File: src/rtl/pe_ctrl.sv
// Per-job sequencer for one PE datapath: loads weights and ifmaps, clears psums,
// runs the MAC loop, then accumulates with neighbour psums and drains.
module pe_ctrl #(
  parameter int IFMAP_ADDR_BITWIDTH = 4,
  parameter int WGHT_ADDR_BITWIDTH  = 7,
  parameter int PSUM_ADDR_BITWIDTH  = 3,
  parameter int PIPE_LAT            = 3
) (
  input  logic                           i_clk,
  input  logic                           i_rst,
  input  logic                           i_start,
  input  logic [IFMAP_ADDR_BITWIDTH:0]   i_filt_size,
  input  logic [PSUM_ADDR_BITWIDTH:0]    i_num_filt,
  input  logic                           i_wght_valid,
  output logic                           o_wght_ready,
  input  logic                           i_ifmap_valid,
  output logic                           o_ifmap_ready,
  input  logic                           i_psum_in_valid,
  output logic                           o_psum_in_ready,
  output logic                           o_ifmap_we,
  output logic [IFMAP_ADDR_BITWIDTH-1:0] o_ifmap_wa,
  output logic [IFMAP_ADDR_BITWIDTH-1:0] o_ifmap_ra,
  output logic                           o_wght_we,
  output logic [WGHT_ADDR_BITWIDTH-1:0]  o_wght_wa,
  output logic [WGHT_ADDR_BITWIDTH-1:0]  o_wght_ra,
  output logic                           o_psum_we,
  output logic [PSUM_ADDR_BITWIDTH-1:0]  o_psum_wa,
  output logic [PSUM_ADDR_BITWIDTH-1:0]  o_psum_ra,
  output logic                           o_acc_sel,
  output logic                           o_rst_psum,
  output logic                           o_busy,
  output logic                           o_done,
  output logic                           o_err
);
  localparam int IW = IFMAP_ADDR_BITWIDTH;
  localparam int WW = WGHT_ADDR_BITWIDTH;
  localparam int PW = PSUM_ADDR_BITWIDTH;
  localparam int XW = IW + PW + 2;

  localparam logic [2:0] ST_IDLE  = 3'd0;
  localparam logic [2:0] ST_LD_W  = 3'd1;
  localparam logic [2:0] ST_LD_I  = 3'd2;
  localparam logic [2:0] ST_CLR   = 3'd3;
  localparam logic [2:0] ST_MAC   = 3'd4;
  localparam logic [2:0] ST_ACC   = 3'd5;
  localparam logic [2:0] ST_DRAIN = 3'd6;

  localparam logic [IW:0] S_MAX    = (IW+1)'(2**IW);
  localparam logic [PW:0] M_MAX    = (PW+1)'(2**PW);
  localparam logic [XW-1:0] SM_MAX = XW'(2**WW);
  localparam logic [PW:0] LAT_SLOT = (PW+1)'(PIPE_LAT);
  localparam logic [WW:0] LAT_LAST = (WW+1)'(PIPE_LAT - 1);

  logic [2:0]    state_q, state_d;
  logic [IW:0]   s_cfg_q, s_cfg_d, s_q, s_d;
  logic [PW:0]   m_cfg_q, m_cfg_d, slots_q, slots_d, j_q, j_d;
  logic [WW:0]   base_q, base_d, cnt_q, cnt_d;

  logic          wght_ready_q, wght_ready_d, ifmap_ready_q, ifmap_ready_d;
  logic          psum_in_ready_q, psum_in_ready_d;
  logic          ifmap_we_q, ifmap_we_d, wght_we_q, wght_we_d, psum_we_q, psum_we_d;
  logic [IW-1:0] ifmap_wa_q, ifmap_wa_d, ifmap_ra_q, ifmap_ra_d;
  logic [WW-1:0] wght_wa_q, wght_wa_d, wght_ra_q, wght_ra_d;
  logic [PW-1:0] psum_wa_q, psum_wa_d, psum_ra_q, psum_ra_d;
  logic          acc_sel_q, acc_sel_d, rst_psum_q, rst_psum_d;
  logic          busy_q, busy_d, done_q, done_d, err_q, err_d;

  logic          wght_hs, ifmap_hs, psum_hs, legal;
  logic          s_last, jm_last, slot_last, cnt_s_last, cnt_m_last;
  logic [XW-1:0] prod;

  assign wght_hs    = i_wght_valid & wght_ready_q;
  assign ifmap_hs   = i_ifmap_valid & ifmap_ready_q;
  assign psum_hs    = i_psum_in_valid & psum_in_ready_q;
  assign prod       = {{(PW+1){1'b0}}, i_filt_size} * {{(IW+1){1'b0}}, i_num_filt};
  assign legal      = (i_filt_size != '0) && (i_filt_size <= S_MAX) &&
                      (i_num_filt != '0) && (i_num_filt <= M_MAX) && (prod <= SM_MAX);
  assign s_last     = (s_q == s_cfg_q - 1'b1);
  assign jm_last    = (j_q == m_cfg_q - 1'b1);
  assign slot_last  = (j_q == slots_q - 1'b1);
  assign cnt_s_last = (cnt_q == (WW+1)'(s_cfg_q) - 1'b1);
  assign cnt_m_last = (cnt_q == (WW+1)'(m_cfg_q) - 1'b1);

  // Next-state and loop counters; j*S for the weight read address is kept in base_q.
  always_comb begin
    state_d = state_q;
    s_cfg_d = s_cfg_q;
    m_cfg_d = m_cfg_q;
    slots_d = slots_q;
    s_d     = s_q;
    j_d     = j_q;
    base_d  = base_q;
    cnt_d   = cnt_q;
    err_d   = 1'b0;
    case (state_q)
      ST_IDLE: begin
        if (i_start) begin
          if (legal) begin
            state_d = ST_LD_W;
            s_cfg_d = i_filt_size;
            m_cfg_d = i_num_filt;
            slots_d = (i_num_filt > LAT_SLOT) ? i_num_filt : LAT_SLOT;
            s_d     = '0;
            j_d     = '0;
            cnt_d   = '0;
          end else begin
            err_d = 1'b1;
          end
        end
      end
      ST_LD_W: begin
        if (wght_hs) begin
          cnt_d = cnt_q + 1'b1;
          if (s_last) begin
            s_d = '0;
            if (jm_last) begin
              state_d = ST_LD_I;
              cnt_d   = '0;
              j_d     = '0;
            end else begin
              j_d = j_q + 1'b1;
            end
          end else begin
            s_d = s_q + 1'b1;
          end
        end
      end
      ST_LD_I: begin
        if (ifmap_hs) begin
          if (cnt_s_last) begin
            state_d = ST_CLR;
            cnt_d   = '0;
          end else begin
            cnt_d = cnt_q + 1'b1;
          end
        end
      end
      ST_CLR: begin
        if (cnt_m_last) begin
          state_d = ST_MAC;
          cnt_d   = '0;
          s_d     = '0;
          j_d     = '0;
          base_d  = '0;
        end else begin
          cnt_d = cnt_q + 1'b1;
        end
      end
      ST_MAC: begin
        if (slot_last) begin
          j_d    = '0;
          base_d = '0;
          if (s_last) begin
            state_d = ST_ACC;
            cnt_d   = '0;
          end else begin
            s_d = s_q + 1'b1;
          end
        end else begin
          j_d    = j_q + 1'b1;
          base_d = base_q + (WW+1)'(s_cfg_q);
        end
      end
      ST_ACC: begin
        if (psum_hs) begin
          if (cnt_m_last) begin
            state_d = ST_DRAIN;
            cnt_d   = '0;
          end else begin
            cnt_d = cnt_q + 1'b1;
          end
        end
      end
      ST_DRAIN: begin
        if (cnt_q == LAT_LAST) begin
          state_d = ST_IDLE;
          cnt_d   = '0;
        end else begin
          cnt_d = cnt_q + 1'b1;
        end
      end
      default: state_d = ST_IDLE;
    endcase
  end

  // Output decode. Stream writes and neighbour-accumulate issues land one cycle
  // after their handshake; CLR/MAC/DRAIN outputs are decoded from the next state.
  always_comb begin
    wght_ready_d    = (state_d == ST_LD_W);
    ifmap_ready_d   = (state_d == ST_LD_I);
    psum_in_ready_d = (state_d == ST_ACC);
    busy_d          = (state_d != ST_IDLE);
    done_d          = (state_d == ST_DRAIN) && (cnt_d == LAT_LAST);

    wght_we_d  = wght_hs;
    wght_wa_d  = wght_hs ? cnt_q[WW-1:0] : wght_wa_q;
    ifmap_we_d = ifmap_hs;
    ifmap_wa_d = ifmap_hs ? cnt_q[IW-1:0] : ifmap_wa_q;

    psum_we_d  = 1'b0;
    psum_wa_d  = psum_wa_q;
    psum_ra_d  = psum_ra_q;
    ifmap_ra_d = ifmap_ra_q;
    wght_ra_d  = wght_ra_q;
    rst_psum_d = 1'b0;
    acc_sel_d  = 1'b0;

    if (state_d == ST_CLR) begin
      rst_psum_d = 1'b1;
      psum_we_d  = 1'b1;
      psum_wa_d  = cnt_d[PW-1:0];
    end else if (state_d == ST_MAC && j_d < m_cfg_q) begin
      psum_we_d  = 1'b1;
      psum_wa_d  = j_d[PW-1:0];
      psum_ra_d  = j_d[PW-1:0];
      ifmap_ra_d = s_d[IW-1:0];
      wght_ra_d  = base_d[WW-1:0] + WW'(s_d);
    end

    if (psum_hs) begin
      acc_sel_d = 1'b1;
      psum_ra_d = cnt_q[PW-1:0];
    end
  end

  always_ff @(posedge i_clk) begin
    if (i_rst) begin
      state_q         <= ST_IDLE;
      s_cfg_q         <= '0;
      m_cfg_q         <= '0;
      slots_q         <= '0;
      s_q             <= '0;
      j_q             <= '0;
      base_q          <= '0;
      cnt_q           <= '0;
      wght_ready_q    <= 1'b0;
      ifmap_ready_q   <= 1'b0;
      psum_in_ready_q <= 1'b0;
      ifmap_we_q      <= 1'b0;
      ifmap_wa_q      <= '0;
      ifmap_ra_q      <= '0;
      wght_we_q       <= 1'b0;
      wght_wa_q       <= '0;
      wght_ra_q       <= '0;
      psum_we_q       <= 1'b0;
      psum_wa_q       <= '0;
      psum_ra_q       <= '0;
      acc_sel_q       <= 1'b0;
      rst_psum_q      <= 1'b0;
      busy_q          <= 1'b0;
      done_q          <= 1'b0;
      err_q           <= 1'b0;
    end else begin
      state_q         <= state_d;
      s_cfg_q         <= s_cfg_d;
      m_cfg_q         <= m_cfg_d;
      slots_q         <= slots_d;
      s_q             <= s_d;
      j_q             <= j_d;
      base_q          <= base_d;
      cnt_q           <= cnt_d;
      wght_ready_q    <= wght_ready_d;
      ifmap_ready_q   <= ifmap_ready_d;
      psum_in_ready_q <= psum_in_ready_d;
      ifmap_we_q      <= ifmap_we_d;
      ifmap_wa_q      <= ifmap_wa_d;
      ifmap_ra_q      <= ifmap_ra_d;
      wght_we_q       <= wght_we_d;
      wght_wa_q       <= wght_wa_d;
      wght_ra_q       <= wght_ra_d;
      psum_we_q       <= psum_we_d;
      psum_wa_q       <= psum_wa_d;
      psum_ra_q       <= psum_ra_d;
      acc_sel_q       <= acc_sel_d;
      rst_psum_q      <= rst_psum_d;
      busy_q          <= busy_d;
      done_q          <= done_d;
      err_q           <= err_d;
    end
  end

  assign o_wght_ready    = wght_ready_q;
  assign o_ifmap_ready   = ifmap_ready_q;
  assign o_psum_in_ready = psum_in_ready_q;
  assign o_ifmap_we      = ifmap_we_q;
  assign o_ifmap_wa      = ifmap_wa_q;
  assign o_ifmap_ra      = ifmap_ra_q;
  assign o_wght_we       = wght_we_q;
  assign o_wght_wa       = wght_wa_q;
  assign o_wght_ra       = wght_ra_q;
  assign o_psum_we       = psum_we_q;
  assign o_psum_wa       = psum_wa_q;
  assign o_psum_ra       = psum_ra_q;
  assign o_acc_sel       = acc_sel_q;
  assign o_rst_psum      = rst_psum_q;
  assign o_busy          = busy_q;
  assign o_done          = done_q;
  assign o_err           = err_q;
endmodule

File: config.mk
export PLATFORM = sky130hd
export DESIGN_NAME = pe_ctrl
export DESIGN_NICKNAME = d
export VERILOG_FILES = /design/src/rtl/pe_ctrl.sv
export SDC_FILE = /design/constraint.sdc
export NUM_CORES = 1
export LEC_CHECK = 0
export CAP_MARGIN = 30
export CORE_MARGIN = 3
export CORE_UTILIZATION = 30
export DETAILED_ROUTE_END_ITERATION = 12
export PLACE_DENSITY = 0.45
export SYNTH_ARGS = -nofsm -noshare
export SYNTH_HDL_FRONTEND = slang
export SYNTH_SLANG_ARGS = --single-unit
File: constraint.sdc
create_clock -name i_clk -period 7.6 [get_ports i_clk]
set_input_delay 1.9 -clock i_clk [delete_from_list [all_inputs] [get_ports i_clk]]
set_output_delay 1.9 -clock i_clk [all_outputs]
set_load 0.03 [all_outputs]
* Yosys cells after proc, flatten, opt, wreduce, memory -nomap -nowiden
Cells that the tools add are included. W data, S select, Z words.
Storage, ports and cells: register bits after elaboration 80, input bits 15, output and inout bits 39, word-level logic and storage cells 143
Operators by class: add/sub/neg operators 10, $mul 1, order comparisons 5, equal/unequal tests 21, multiplexer cells 56, bitwise operators 6, reductions and logical operators 18
Operators with widths (count):
- $mux W8 | 14
- $pmux W8 S7 | 1
- $mux W3 | 17
- $mux W5 | 7
- $mux W4 | 8
- $pmux W3 S7 | 1
- $pmux W5 S4 | 1
- $eq A3 B3 Y1 const B | 6
- $eq A8 B2 Y1 const B | 2
- $eq A8 B8 Y1 | 2
- $pmux W4 S4 | 1
- $pmux W8 S2 | 1
- $eq A3 B2 Y1 const B | 4
- $le A9 B8 Y1 const B | 1
- $mul A5 B4 Y9 | 1
- $add A8 B1 Y8 const B | 1
- $add A8 B5 Y8 | 1
- $eq A4 B4 Y1 | 2
- $sub A4 B1 Y4 const B | 2
- $add A7 B5 Y7 | 1
- $eq A3 B1 Y1 const B | 2
- $logic_and A1 B1 Y1 | 6
- $reduce_and A2 Y1 | 3
- $reduce_bool A2 Y1 | 3
- 20 further kinds | 29

* Logic depth before layout (Yosys ltp)
word-level depth 13, mapped depth 25

* Worst setup path after synthesis
No wires, ideal clock.
kind input -> register, from in i_num_filt[3], to reg psum_ra_q[0], in the netlist o_psum_ra[0], setup time 88 ps, data arrival time 6805 ps, required time 7512 ps, path slack 707 ps, cell stages on the path 22, buffers on the path 1, path through clkbuf_1 nand2_1 fa_1 fa_1 inv_1 ha_1 a211oi_1 nor2_1 xor2_1 o311ai_1 a41o_1 nand2_1 a21oi_1 inv_1 ha_1 a21o_1 a21o_1 a21oi_1 nand3_1 a211o_1 or2_1 a311oi_2
Between the ends: word-level cells in the longest chain between the ends 11, elaborated cells on any way between the ends 23
RTL lines:
- start: declaration | RTL line 13 | input logic [PSUM_ADDR_BITWIDTH:0] i_num_filt,
- branches (longest 3 deep; another with $mul A5 B4 Y9)
- $logic_and A1 B1 Y1 (*) | RTL line 77 | (i_num_filt != '0) && (i_num_filt <= M_MAX) && (prod <= SM_MAX);
- $mux W4 (*) | RTL line 98 | if (legal) begin
- $mux W4 (*) | RTL line 97 | if (i_start) begin
- $pmux W4 S4 (*) | RTL line 95 | case (state_q)
- via j_d[1] | RTL line 56 | logic [PW:0] m_cfg_q, m_cfg_d, slots_q, slots_d, j_q, j_d;
- $lt A4 B4 Y1 (*) | RTL line 212 | end else if (state_d == ST_MAC && j_d < m_cfg_q) begin
- $logic_and A1 B1 Y1 (*) | RTL line 212
- $reduce_bool A2 Y1 (no source line) (*)
- $reduce_and A2 Y1 (no source line) (*)
- end signal: assignment | RTL line 273 | psum_ra_q <= psum_ra_d;
- end: declaration | RTL line 64 | logic [PW-1:0] psum_wa_q, psum_wa_d, psum_ra_q, psum_ra_d;
Mark *: on every way through the listed nets, which the timed path passes. The select of a mux whose other input is x is not followed. A chain may end at the register's enable or synchronous reset.

* Worst setup path after layout
from in i_filt_size[1], to reg psum_wa_q[1], in the netlist o_psum_wa[1]
Between the ends: word-level cells in the longest chain between the ends 11, elaborated cells on any way between the ends 24
RTL lines:
- start: declaration | RTL line 12 | input logic [IFMAP_ADDR_BITWIDTH:0] i_filt_size,
- branches (longest 4 deep; another with $mul A5 B4 Y9)
- $logic_and A1 B1 Y1 (*) | RTL line 77
- $mux W4 (*) | RTL line 98
- $mux W4 (*) | RTL line 97
- $pmux W4 S4 (*) | RTL line 95
- via j_d[1] | RTL line 56
- $lt A4 B4 Y1 | RTL line 212
- $logic_and A1 B1 Y1 | RTL line 212
- $reduce_bool A2 Y1 (no source line)
- end signal: assignment | RTL line 272 | psum_wa_q <= psum_wa_d;
- end: declaration | RTL line 64
Marked as above.

==> impl_metrics.env <==
export IMPL_status="finished, final reports clean"
export IMPL_grt_max_degree=82
export IMPL_internal_power_mw=0.7529
export IMPL_hp_class="reg2reg"
export IMPL_r2r_cells=19
export IMPL_vdd_drop_max_mv=0.09492
export IMPL_clockRootBuffer="clkbuf_16"
export IMPL_drt_wl_total_um=13650
export IMPL_switchingPower_mw=0.2990
export IMPL_multi_input_area_um2=3264
export IMPL_ys_ff_latch=79
export IMPL_crit_start="i_filt_size[1]"
export IMPL_die_x_um=136.4
export IMPL_worst_path_buf_inv=4
export IMPL_finalCritPeriodShare=0.9313
export IMPL_crit_path_end_kind="flip-flop"
export IMPL_cts_made_buffers=9
export IMPL_path_depth=23
export IMPL_cpLargestDelayFamily="compound AO/OA/AOI/OAI gates"
export IMPL_nets=710
export IMPL_grt_overflow=0
export IMPL_syn_area_per_cell_um2=8.420
export IMPL_drv_slew=0
export IMPL_clockBufferDepth=2
export IMPL_cts_resized=0
export IMPL_antenna_cells=0
export IMPL_slew_headroom=0.4360
export IMPL_ys_seq_area_frac=0.3100
export IMPL_r2r_start="m_cfg_q[0]"
export IMPL_synthCells=606
export IMPL_tns_ns=0
export IMPL_clock_latency_ns=0.35
export IMPL_start_util=0.3066
export IMPL_max_stage_delay_ns=0.60
export IMPL_syn_area_um2=5102
export IMPL_stdcell_count=878
export IMPL_yosys_warnings=0
export IMPL_fill_cells=1710
export IMPL_drt_iter0_drc=214
export IMPL_dp_cells=862
export IMPL_synth_most_common_cell="dfxtp_1"
export IMPL_cts_setup_buffers=0
export IMPL_r2r_end="o_psum_wa[1]"
export IMPL_power_density_nw_per_um2=170.5
export IMPL_synth_common_cells="79 x dfxtp_1, 59 x nand2_1, 56 x nor2_1, 41 x a21oi_1, 34 x ha_1"
export IMPL_synthFlopType="dfxtp_1"
export IMPL_clk_pin_slew_worst_paths_ns=0.07
export IMPL_antenna_found_initial=0
export IMPL_drc=0
export IMPL_tritoncts="done"
export IMPL_cts_sink_count=79
export IMPL_dp_hpwl_um=10440
export IMPL_synth_top_area_frac=0.3100
export IMPL_dieHeight_um=136.4
export IMPL_switching_share=0.2842
export IMPL_worstMarginPinSlew_ns=0.8460
export IMPL_crit_fanout=18
export IMPL_wire_per_inst_um=15.55
export IMPL_synthArstFlopShare=0
export IMPL_crit_end="o_psum_wa[1]"
export IMPL_ys_types=64
export IMPL_area_growth_pct=20.89
export IMPL_first_pass_iters=4
export IMPL_grt_pass1_wl_um=22250
export IMPL_grt_pass1_vias=4173
export IMPL_die_area_um2=18610
export IMPL_coreArea_um2=16640
export IMPL_ant_nets=0
export IMPL_setup_viol=0
export IMPL_rows=47
export IMPL_vias_per_cell=4.997
export IMPL_rsz0062_at_grt="false"
export IMPL_period_needed_ns=7.078
export IMPL_seq_area_um2=1582
export IMPL_synth_area_top_cells="dfxtp_1 31%, ha_1 8.3%, xnor2_1 5.7%"
export IMPL_synth_edf_count=0
export IMPL_seqPwrFrac=0.410
export IMPL_finClkSkew_ns=0.008863
export IMPL_max_freq_mhz=141.3
export IMPL_hold_ws_ns=0.4578
export IMPL_hold_viol_final=0
export IMPL_arrival_ns=7.35
export IMPL_ios=54
export IMPL_power_frac_clock=0.425
export IMPL_required_ns=7.87
export IMPL_track_usage=0.1526
export IMPL_cpMostUsedCell="a21oi_1"
export IMPL_synthesis_nets=663
export IMPL_ctsHoldBuffers=0
export IMPL_r2r_slack_ns=3.08
export IMPL_gp_congestion=0.7919
export IMPL_synth_largest_area_cell="dfxtp_1"
export IMPL_critPathSlowestCell="fa_1"
export IMPL_start_kind="primary input"
export IMPL_p_comb_frac=0.165
export IMPL_max_cap_violations=0
export IMPL_vias=4387
export IMPL_numPortBuffers=53
export IMPL_layout_drive_gt1_share=0.06231
export IMPL_crit_chain="clkdlybuf4s50_1, nand2_1, fa_1, fa_1, inv_1, ha_1, a211oi_1, nor2_1, xor2_1, o311ai_1, a41o_1, nand2_1, a21oi_1, inv_1, ha_1, a21o_1, a21o_1, a21oi_1, nand3_1, a211o_1, buf_4, o22a_1, a21oi_1"
export IMPL_crit_type="in2reg"
export IMPL_p_leak_nw=2.551
export IMPL_htreeDepth=3
==> final cells by class <==
class / count / area share
clock buffer: 9 / 0.03651
clock inverter: 7 / 0.01278
inverter: 32 / 0.01947
multi-input combinational: 465 / 0.5292
sequential: 79 / 0.2564
tap: 220 / 0.04462
timing repair buffer: 66 / 0.1010
==> sequential cells by signal, summed over array words and instances, names as in the netlist, 4 cells and up <==
name,flops
o_ifmap_wa,4
m_cfg_q,4
s_q,5
base_q,7
o_ifmap_ra,4
j_q,4
slots_q,4
o_wght_wa,7
s_cfg_q,5
o_wght_ra,7
cnt_q,8
==> cells in the final DEF, fill, tap and decap left out, types with 21 or more instances in the layout <==
master           netlist  routed
mux2i_1               23      23
xnor2_1               33      33
nor2b_1               21      21
nor2_1                56      56
nand2_1               59      59
clkdlybuf4s50_1        0      52
ha_1                  34      34
dfxtp_1               79      79
inv_1                 32      32
a21oi_1               41      41
==> power groups by stage <==
stage / Sequential (mW) / Clock [mW] / Combinational [mW]
floorplan: 0.440 / 0 / 0.119
global placement: 0.441 / 0 / 0.171
detailed placement: 0.441 / 0 / 0.174
CTS: 0.431 / 0.463 / 0.175
global route: 0.432 / 0.473 / 0.195
finish: 0.431 / 0.447 / 0.174
==> stage by stage <==
| stage | worst slack, ns | total power, mW | utilization | area [um^2] |
|---|---|---|---|---|
| global placement | 0.2910 | 0.6119 | 0.3524 | 5864 |
| detailed placement | 0.1107 | 0.6152 | 0.3524 | 5864 |
| floorplan | 0.7068 | 0.5598 | - | 5102 |
| global route | 0.09711 | 1.101 | 0.3706 | 6168 |
| CTS | 0.4711 | 1.069 | 0.3706 | 6168 |
| finish | 0.5222 | 1.052 | 0.3706 | 6168 |
==> cells by family after synthesis <==
group,after synthesis,synth area share
AND/OR/NAND/NOR,232,0.2349
AO/OA/AOI/OAI,121,0.1616
flip-flops,79,0.3100
buffers and inverters,62,0.05027
XOR/XNOR,47,0.08337
adder cells (fa/ha/maj),42,0.1148
multiplexers,23,0.04512
==> per-layer routing <==
metal / part of all wire / up-vias / track usage
met1: 0.48 / 2094 / 0.2058
met4: 0.013 / 0 / 0.04423
met2: 0.47 / 59 / 0.2452
met5: 0 / - / 0
met3: 0.034 / 16 / 0.03331
li1: - / 2218 / -
==> worst min path at each step <==
stage / cells past startpoint / start / slack [ns] / endpoint
after floorplan: 2 / slots_q[1] / 0.46 / slots_q[1]
after global placement: 2 / o_wght_wa[2] / 0.44 / o_wght_wa[2]
after detailed placement: 2 / o_wght_wa[1] / 0.45 / o_wght_wa[1]
after CTS: 2 / o_wght_wa[1] / 0.46 / o_wght_wa[1]
after global routing: 2 / o_wght_wa[1] / 0.48 / o_wght_wa[1]
final: 2 / o_wght_wa[1] / 0.46 / o_wght_wa[1]
==> worst reg2reg max path, delay by kind of cell, from the launching register on <==
family          cells  cell delay (ns)
compound gates      8             1.76
simple gates        3             0.81
buf+inv             4             0.54
fa+ha+maj           2             0.51
flops               1             0.45
xor+xnor            2             0.36
Power figures use the tool's default switching activity.
